$ cat src/rtl/aludec_md_pkg.sv
// Shared declarations for the ALU decoder with HI/LO multiply/divide.
//   funct_t       : 6-bit instruction funct field
//   FUNCT_*       : funct encodings used by the decoder and the mul/div unit
//   alucontrol_t  : 3-bit ALU control encodings
//   md_state_t    : mul/div sequencer states
//   is_muldiv()   : true for funct codes that launch a mul/div operation
package mips_decls_p;

   typedef logic [5:0] funct_t;

   localparam funct_t FUNCT_ADD   = 6'h20;
   localparam funct_t FUNCT_SUB   = 6'h22;
   localparam funct_t FUNCT_AND   = 6'h24;
   localparam funct_t FUNCT_OR    = 6'h25;
   localparam funct_t FUNCT_SLT   = 6'h2A;
   localparam funct_t FUNCT_MULT  = 6'h18;
   localparam funct_t FUNCT_MULTU = 6'h19;
   localparam funct_t FUNCT_DIV   = 6'h1A;
   localparam funct_t FUNCT_DIVU  = 6'h1B;
   localparam funct_t FUNCT_MFHI  = 6'h10;
   localparam funct_t FUNCT_MFLO  = 6'h12;

   typedef enum logic [2:0] {
      ALU_AND = 3'b000,
      ALU_OR  = 3'b001,
      ALU_ADD = 3'b010,
      ALU_SUB = 3'b110,
      ALU_SLT = 3'b111
   } alucontrol_t;

   typedef enum logic [1:0] {
      IDLE = 2'd0,
      RUN  = 2'd1,
      FIX  = 2'd2,
      DONE = 2'd3
   } md_state_t;

   // MULT, MULTU, DIV and DIVU share the 0x18..0x1B block; bit 1 selects
   // divide and bit 0 selects the unsigned flavour.
   function automatic logic is_muldiv(input funct_t f);
      return (f[5:2] == 4'b0110);
   endfunction

endpackage

$ cat src/rtl/aludec_md_muldiv_core.sv
// Iterative multiply/divide engine with HI/LO result registers.
//   clk, reset     : clock and asynchronous active-high reset
//   launch         : qualified one-cycle start request
//   isdiv          : 1 = divide, 0 = multiply (sampled on launch)
//   issigned       : 1 = signed operation (sampled on launch)
//   srca, srcb     : operands (dividend/divisor or multiplicand pair)
//   hi, lo         : result registers
//   busy           : operation in progress (RUN or FIX)
//   done           : one-cycle pulse, hi/lo hold the new result
// WIDTH must be even and at least 4.
module muldiv_core
   import mips_decls_p::*;
#(
   parameter int WIDTH = 32
) (
   input  logic             clk,
   input  logic             reset,
   input  logic             launch,
   input  logic             isdiv,
   input  logic             issigned,
   input  logic [WIDTH-1:0] srca,
   input  logic [WIDTH-1:0] srcb,
   output logic [WIDTH-1:0] hi,
   output logic [WIDTH-1:0] lo,
   output logic             busy,
   output logic             done
);

   localparam int CW = $clog2(WIDTH + 1);

   md_state_t state, nextstate;

   logic [CW-1:0]      count;
   logic [WIDTH-1:0]   acc;
   logic [WIDTH-1:0]   lowreg;
   logic [WIDTH-1:0]   opb;
   logic               opdiv;
   logic               negres;
   logic               negrem;
   logic               divzero;

   logic               accept;
   logic               nega;
   logic               negb;
   logic [WIDTH-1:0]   maga;
   logic [WIDTH-1:0]   magb;
   logic [WIDTH:0]     mulsum;
   logic [WIDTH:0]     shifted;
   logic               ge;
   logic [WIDTH-1:0]   subres;
   logic [2*WIDTH-1:0] prod;
   logic [2*WIDTH-1:0] prodfix;
   logic [WIDTH-1:0]   quotfix;
   logic [WIDTH-1:0]   remfix;

   // A new operation may only begin when nothing is in flight; DONE counts
   // as free so back-to-back operations lose no cycle.
   assign accept = launch && ((state == IDLE) || (state == DONE));

   // The engine works on magnitudes; signs are remembered and fixed up once
   // at the end.
   assign nega = issigned & srca[WIDTH-1];
   assign negb = issigned & srcb[WIDTH-1];
   assign maga = nega ? -srca : srca;
   assign magb = negb ? -srcb : srcb;

   // Multiply step: {acc, lowreg} is the running product with the
   // multiplier shifting out of the bottom of lowreg.
   assign mulsum = {1'b0, acc} + (lowreg[0] ? {1'b0, opb} : '0);

   // Restoring divide step: acc is the partial remainder, lowreg shifts the
   // dividend out of the top and the quotient bits in at the bottom. When
   // the shifted remainder reaches the divisor the true difference is below
   // 2^WIDTH, so a WIDTH-bit subtraction is exact.
   assign shifted = {acc, lowreg[WIDTH-1]};
   assign ge      = (shifted >= {1'b0, opb});
   assign subres  = shifted[WIDTH-1:0] - opb;

   // Sign fix-up. Division by zero leaves the remainder equal to the
   // dividend magnitude, which after the dividend-sign correction equals
   // srca for both flavours; only the quotient needs forcing to all ones.
   // MIN / -1 falls out naturally: the magnitude quotient 2^(WIDTH-1)
   // negates back to itself.
   assign prod    = {acc, lowreg};
   assign prodfix = negres ? -prod : prod;
   assign quotfix = divzero ? '1 : (negres ? -lowreg : lowreg);
   assign remfix  = negrem ? -acc : acc;

   assign busy = (state == RUN) || (state == FIX);
   assign done = (state == DONE);

   // State register.
   always_ff @(posedge clk or posedge reset) begin
      if (reset) begin
         state <= IDLE;
      end else begin
         state <= nextstate;
      end
   end

   // Sequencer: RUN spends exactly WIDTH cycles, the last iteration
   // happening on the edge where count is 1, then one FIX cycle.
   always_comb begin
      nextstate = state;
      case (state)
         IDLE: if (accept) nextstate = RUN;
         RUN:  if (count == CW'(1)) nextstate = FIX;
         FIX:  nextstate = DONE;
         DONE: nextstate = accept ? RUN : IDLE;
         default: nextstate = IDLE;
      endcase
   end

   // Datapath: operand capture on launch, one iteration per RUN cycle and
   // the corrected result written to HI/LO on the FIX edge so it is
   // visible throughout DONE.
   always_ff @(posedge clk or posedge reset) begin
      if (reset) begin
         count   <= '0;
         acc     <= '0;
         lowreg  <= '0;
         opb     <= '0;
         opdiv   <= 1'b0;
         negres  <= 1'b0;
         negrem  <= 1'b0;
         divzero <= 1'b0;
         hi      <= '0;
         lo      <= '0;
      end else if (accept) begin
         count   <= CW'(WIDTH);
         acc     <= '0;
         lowreg  <= maga;
         opb     <= magb;
         opdiv   <= isdiv;
         negres  <= nega ^ negb;
         negrem  <= isdiv & nega;
         divzero <= isdiv && (srcb == '0);
      end else if (state == RUN) begin
         count <= count - CW'(1);
         if (opdiv) begin
            if (ge) begin
               acc    <= subres;
               lowreg <= {lowreg[WIDTH-2:0], 1'b1};
            end else begin
               acc    <= shifted[WIDTH-1:0];
               lowreg <= {lowreg[WIDTH-2:0], 1'b0};
            end
         end else begin
            acc    <= mulsum[WIDTH:1];
            lowreg <= {mulsum[0], lowreg[WIDTH-1:1]};
         end
      end else if (state == FIX) begin
         if (opdiv) begin
            hi <= remfix;
            lo <= quotfix;
         end else begin
            hi <= prodfix[2*WIDTH-1:WIDTH];
            lo <= prodfix[WIDTH-1:0];
         end
      end
   end

endmodule

$ cat src/rtl/aludec_md.sv
// ALU decoder with HI/LO multiply/divide unit for the multi-cycle datapath.
//   clk, reset  : clock and asynchronous active-high reset
//   funct       : instruction funct field
//   aluop       : ALU operation class from the main controller
//   start       : one-cycle request to launch the decoded mul/div
//   srca, srcb  : operands (rs, rt)
//   alucontrol  : combinational ALU control
//   busy        : mul/div in progress
//   done        : one-cycle pulse, HI/LO updated
//   hilo_rd     : HI for MFHI, otherwise LO
//   stall       : HI/LO user instruction issued while the unit is busy
// WIDTH must be even and at least 4.
module aludec_md
   import mips_decls_p::*;
#(
   parameter int WIDTH = 32
) (
   input  logic             clk,
   input  logic             reset,
   input  funct_t           funct,
   input  logic [1:0]       aluop,
   input  logic             start,
   input  logic [WIDTH-1:0] srca,
   input  logic [WIDTH-1:0] srcb,
   output logic [2:0]       alucontrol,
   output logic             busy,
   output logic             done,
   output logic [WIDTH-1:0] hilo_rd,
   output logic             stall
);

   alucontrol_t      aluctl;
   logic             rtype;
   logic             muldivop;
   logic             hiloop;
   logic             launch;
   logic [WIDTH-1:0] hi;
   logic [WIDTH-1:0] lo;

   assign rtype    = (aluop == 2'b10);
   assign muldivop = is_muldiv(funct);
   assign hiloop   = muldivop || (funct == FUNCT_MFHI) || (funct == FUNCT_MFLO);

   // The core refuses launches while busy as well; gating here keeps a
   // stray start during an operation from ever reaching it.
   assign launch = start && rtype && muldivop && !busy;

   assign hilo_rd    = (funct == FUNCT_MFHI) ? hi : lo;
   assign stall      = busy && rtype && hiloop;
   assign alucontrol = aluctl;

   // ALU control decode: fixed operations for loads/stores, branches and
   // ori; R-type instructions decode funct, with add as the fallback.
   always_comb begin
      aluctl = ALU_ADD;
      case (aluop)
         2'b00: aluctl = ALU_ADD;
         2'b01: aluctl = ALU_SUB;
         2'b11: aluctl = ALU_OR;
         default: begin
            case (funct)
               FUNCT_ADD: aluctl = ALU_ADD;
               FUNCT_SUB: aluctl = ALU_SUB;
               FUNCT_AND: aluctl = ALU_AND;
               FUNCT_OR:  aluctl = ALU_OR;
               FUNCT_SLT: aluctl = ALU_SLT;
               default:   aluctl = ALU_ADD;
            endcase
         end
      endcase
   end

   muldiv_core #(.WIDTH(WIDTH)) core (
      .clk      (clk),
      .reset    (reset),
      .launch   (launch),
      .isdiv    (funct[1]),
      .issigned (!funct[0]),
      .srca     (srca),
      .srcb     (srcb),
      .hi       (hi),
      .lo       (lo),
      .busy     (busy),
      .done     (done)
   );

endmodule

$ cat config.mk
export PLATFORM = sky130hd
export DESIGN_NAME = aludec_md
export DESIGN_NICKNAME = d
export VERILOG_FILES = /design/src/rtl/aludec_md_pkg.sv /design/src/rtl/aludec_md_muldiv_core.sv /design/src/rtl/aludec_md.sv
export SDC_FILE = /design/constraint.sdc
export NUM_CORES = 1
export LEC_CHECK = 0
export BUFFER_PORTS_ARGS = -buffer_cell sky130_fd_sc_hd__buf_4
export CAP_MARGIN = 10
export CORE_UTILIZATION = 40
export DETAILED_ROUTE_END_ITERATION = 8
export PLACE_DENSITY_LB_ADDON = 0.08
export SLEW_MARGIN = 20
export SYNTH_ARGS = -nofsm -noshare
export SYNTH_HDL_FRONTEND = slang
export SYNTH_SLANG_ARGS = --single-unit
$ cat constraint.sdc
create_clock -name clk -period 8.75 [get_ports clk]
set_input_delay 1.3125 -clock clk [delete_from_list [all_inputs] [get_ports clk]]
set_output_delay 1.3125 -clock clk [all_outputs]
set_load 0.05 [all_outputs]
==> qor.csv <==
stage;metric;value;unit
cts;clockBufferDepth;2;
timing;finalSetupViolCount;0;
cts;cts_tree;built;
drt;ant_nets;0;
placement;gp_congestion;0.911;
cts;clkTransAtPathRegs;0.08;ns
timing;worst_slack;4.43;ns
timing;fin_crit_sh;49.4;%
power_and_ir_drop;vdd_drop_max;0.163;mV
synthesis;synth_compound_area_share;22.3;%
floorplan;start_util;40.5;%
global_routing;first_global_vias;12400;
timing;relSlewSlack;29.0;%
power_and_ir_drop;power_leakage;6.68;nW
timing;rsz0062_at_grt;false;
global_routing;grt_antenna_before_repair;0;
cts;cts.repair.resized;0;
timing;clock_skew;0.0138;ns
floorplan;die_h;191;um
layout;layout-drive-gt1-share;13.2;%
global_routing;grtUsageTotal;26.2;%
placement;dp_cells;2263;
outcome;status;finished clean;
drt;detail_route.vias_per_cell;5.75;
synthesis;ys_warn_count;0;
critical_path;critPathArrivalTime;4.68;ns
cts;hold_buffers;0;
cts;root_buffer;clkbuf_16;
drt;firstDrtPassIters;6;
placement;dpl_worst_slack;4.52;ns
timing;tightest_slew;1.06;ns
synthesis;yosys_register_bits;172;
drt;wirelength;47100;um
synthesis;synth_edf_count;0;
power_and_ir_drop;power.total;6.12;mW
synthesis;synth_top_family_by_area;compound AO/OA/AOI/OAI gates;
layout;nets;1973;
layout;ff_latch_area;4310;sq um
placement;placement.io_buffers;112;
layout;synthToLayoutAreaGrowth;12.6;%
synthesis;syn_area;14400;sq um
global_routing;grt_max_degree;81;
drt;drt_iter0_drc;1100;
timing;fin_crit;4.32;ns
layout;design_area;16200;sq um
worst_hold_path;whs_path_depth;2;
floorplan;num_rows;69;
critical_path;setup.worst_path.class;register to register;
synthesis;synthAdderAreaFrac;6.82;%
cts;cts.htree.levels;4;
synthesis;syn_nets;1926;
timing;hold_viol;0;
floorplan;io_pins;113;
flow_run;drv_cap;0;
drt;vias;13200;
floorplan;core;35400;sq um
cts;cts.sinks;172;
layout;antenna_cells;0;
timing;final_max_slew_viol_count;0;
global_routing;grt_overflow_total;0;
synthesis;synthCells;1774;
power_and_ir_drop;power_density;379;nW/um^2
timing;fin_tns_setup;0;ns
critical_path;cp-start-kind;register;
synthesis;synth_cell_types;76;
synthesis;yosys.area_share.simple;18.9;%
critical_path;crit_fanout;19;
synthesis;synth_top_flop_cell;dfrtp_1;
synthesis;synth.yosys.seq_area_share;30.0;%
global_routing;grt_pass1_wl;73400;um
placement;placed_area;15500;sq um
synthesis;synth_xor_area_share;10.4;%
critical_path;required;9.11;ns
worst_hold_path;hp-class;register to register;
placement;dp_hpwl;35300;um
synthesis;synthMuxAreaShare;7.29;%
synthesis;synth.avg_cell_area;8.09;sq um
drt;drcViolationCount;0;
timing;fmax;231;MHz
layout;final_cells;2295;
floorplan;die_area;36600;sq um
cts;cts_buffers;17;
critical_path;reg2reg_depth;13;
cts;post_cts_buffers;0;
critical_path;r2r_setup_slack;4.43;ns
drt;wl_per_cell;20.5;um
floorplan;die_w;191;um
cts;insertion_delay;0.45;ns
critical_path;crit_path_end_kind;register;
synthesis;synthArstFlopShare;100;%
layout;nFillCells;3566;
layout;multi_input_area;9460;sq um
==> routing by layer <==
layer	vias to the layer above	wire length (um)	track usage [%]
met1	6301	23300	38.9
met4	0	951	7.17
met5	-	0	0
li1	6449	-	-
met2	398	20100	38.7
met3	38	2820	4.50
==> report_power, final <==
group / total (mW) / internal (mW) / switching, mW / leakage [nW]
sequential: 1.66 / 1.14 / 0.521 / 1.96
combinational: 3.64 / 1.42 / 2.22 / 4.42
clock: 0.818 / 0.416 / 0.403 / 0.298
total: 6.12 / 2.97 / 3.15 / 6.68
==> through the flow <==
stage / util (%) / hold WS, ns
finish: 45.6 / 0.483
global route: 45.6 / 0.511
CTS: 45.6 / 0.489
detailed placement: 43.9 / 0.472
global placement: 43.9 / 0.462
floorplan: - / 0.450
==> area by class of cell <==
| type | instances | area share, % |
|---|---|---|
| clock buffer | 17 | 2.63 |
| clock inverter | 15 | 1.19 |
| inverter | 62 | 1.47 |
| multi-input combinational | 1440 | 58.5 |
| sequential | 172 | 26.7 |
| tap | 461 | 3.57 |
| timing repair buffer | 128 | 5.95 |
==> state kept, by name (all words and copies together), names as in the netlist <==
name          flops
core.opdiv        1
core.hi          32
core.state        2
core.negrem       1
core.negres       1
core.opb         32
core.count        6
core.lowreg      32
core.acc         32
core.lo          32
core.divzero      1
==> path summary, 6_finish.rpt <==
| check | start | to |
|---|---|---|
| max | core.lowreg[0] | core.acc[31] |
| min | core.opb[20] | core.opb[20] |
| max reg2reg | core.lowreg[0] | core.acc[31] |
| min reg2reg | core.opb[20] | core.opb[20] |
| max in group asynchronous | reset | core.opb[18] |
| min in group asynchronous | reset | core.lo[12] |
==> synthesized netlist by cell type (9+ instances only) <==
master    number  area (sq um)
clkbuf_1      83           312
and3_1        18           113
o21a_1         9          67.6
nand3_1       22           110
o31ai_1       23           173
o21ai_0      153           766
mux2i_1       40           400
mux2_2        56           631
inv_1         62           233
nor2b_1       19           119
nand2b_1      10          62.6
xnor2_1       76           666
nor2_1       193           724
nand2_1      179           672
o41ai_1        9          78.8
a31oi_1       23           144
dfrtp_1      172          4300
or3_1         16           100
nor4_1        15          93.8
o211ai_1      48           360
and2_1         9          56.3
a21o_1        22           165
or4_1         12          90.1
nor3_1        42           210
buf_1         13          48.8
a211oi_1      19           143
xor2_1        95           832
a21oi_1      135           676
ha_1          75           938
nand4_1       11          68.8
==> placed cells by master, fill, tap and decap left out, types with 23 or more instances in the layout <==
master	instances
nor2_1	193
nand2_1	179
buf_4	128
mux2i_1	40
o211ai_1	48
xor2_1	95
nor3_1	42
dfrtp_1	171
inv_1	61
ha_1	73
a21oi_1	134
xnor2_1	76
o21ai_0	153
o31ai_1	23
mux2_2	56
==> worst max-delay path: stages (launching register included) <==
cell	delay (ns)
dfrtp_1	0.45
inv_1	0.44
buf_4	0.35
nor2_1	0.07
ha_1	0.34
nor2b_1	0.20
nor3_1	0.06
o21ai_0	0.50
a21oi_1	0.28
o21ai_0	0.40
a41oi_1	0.34
o21ai_0	0.40
a41oi_1	0.17
nor3_1	0.21
==> cell families after synthesis <==
| kind of cell | Yosys count |
|---|---|
| flops | 172 |
| xor+xnor | 171 |
| simple gates | 581 |
| buf+inv | 162 |
| compound gates | 514 |
| mux | 97 |
| fa+ha+maj | 77 |
(Power assumes the default switching activity.)
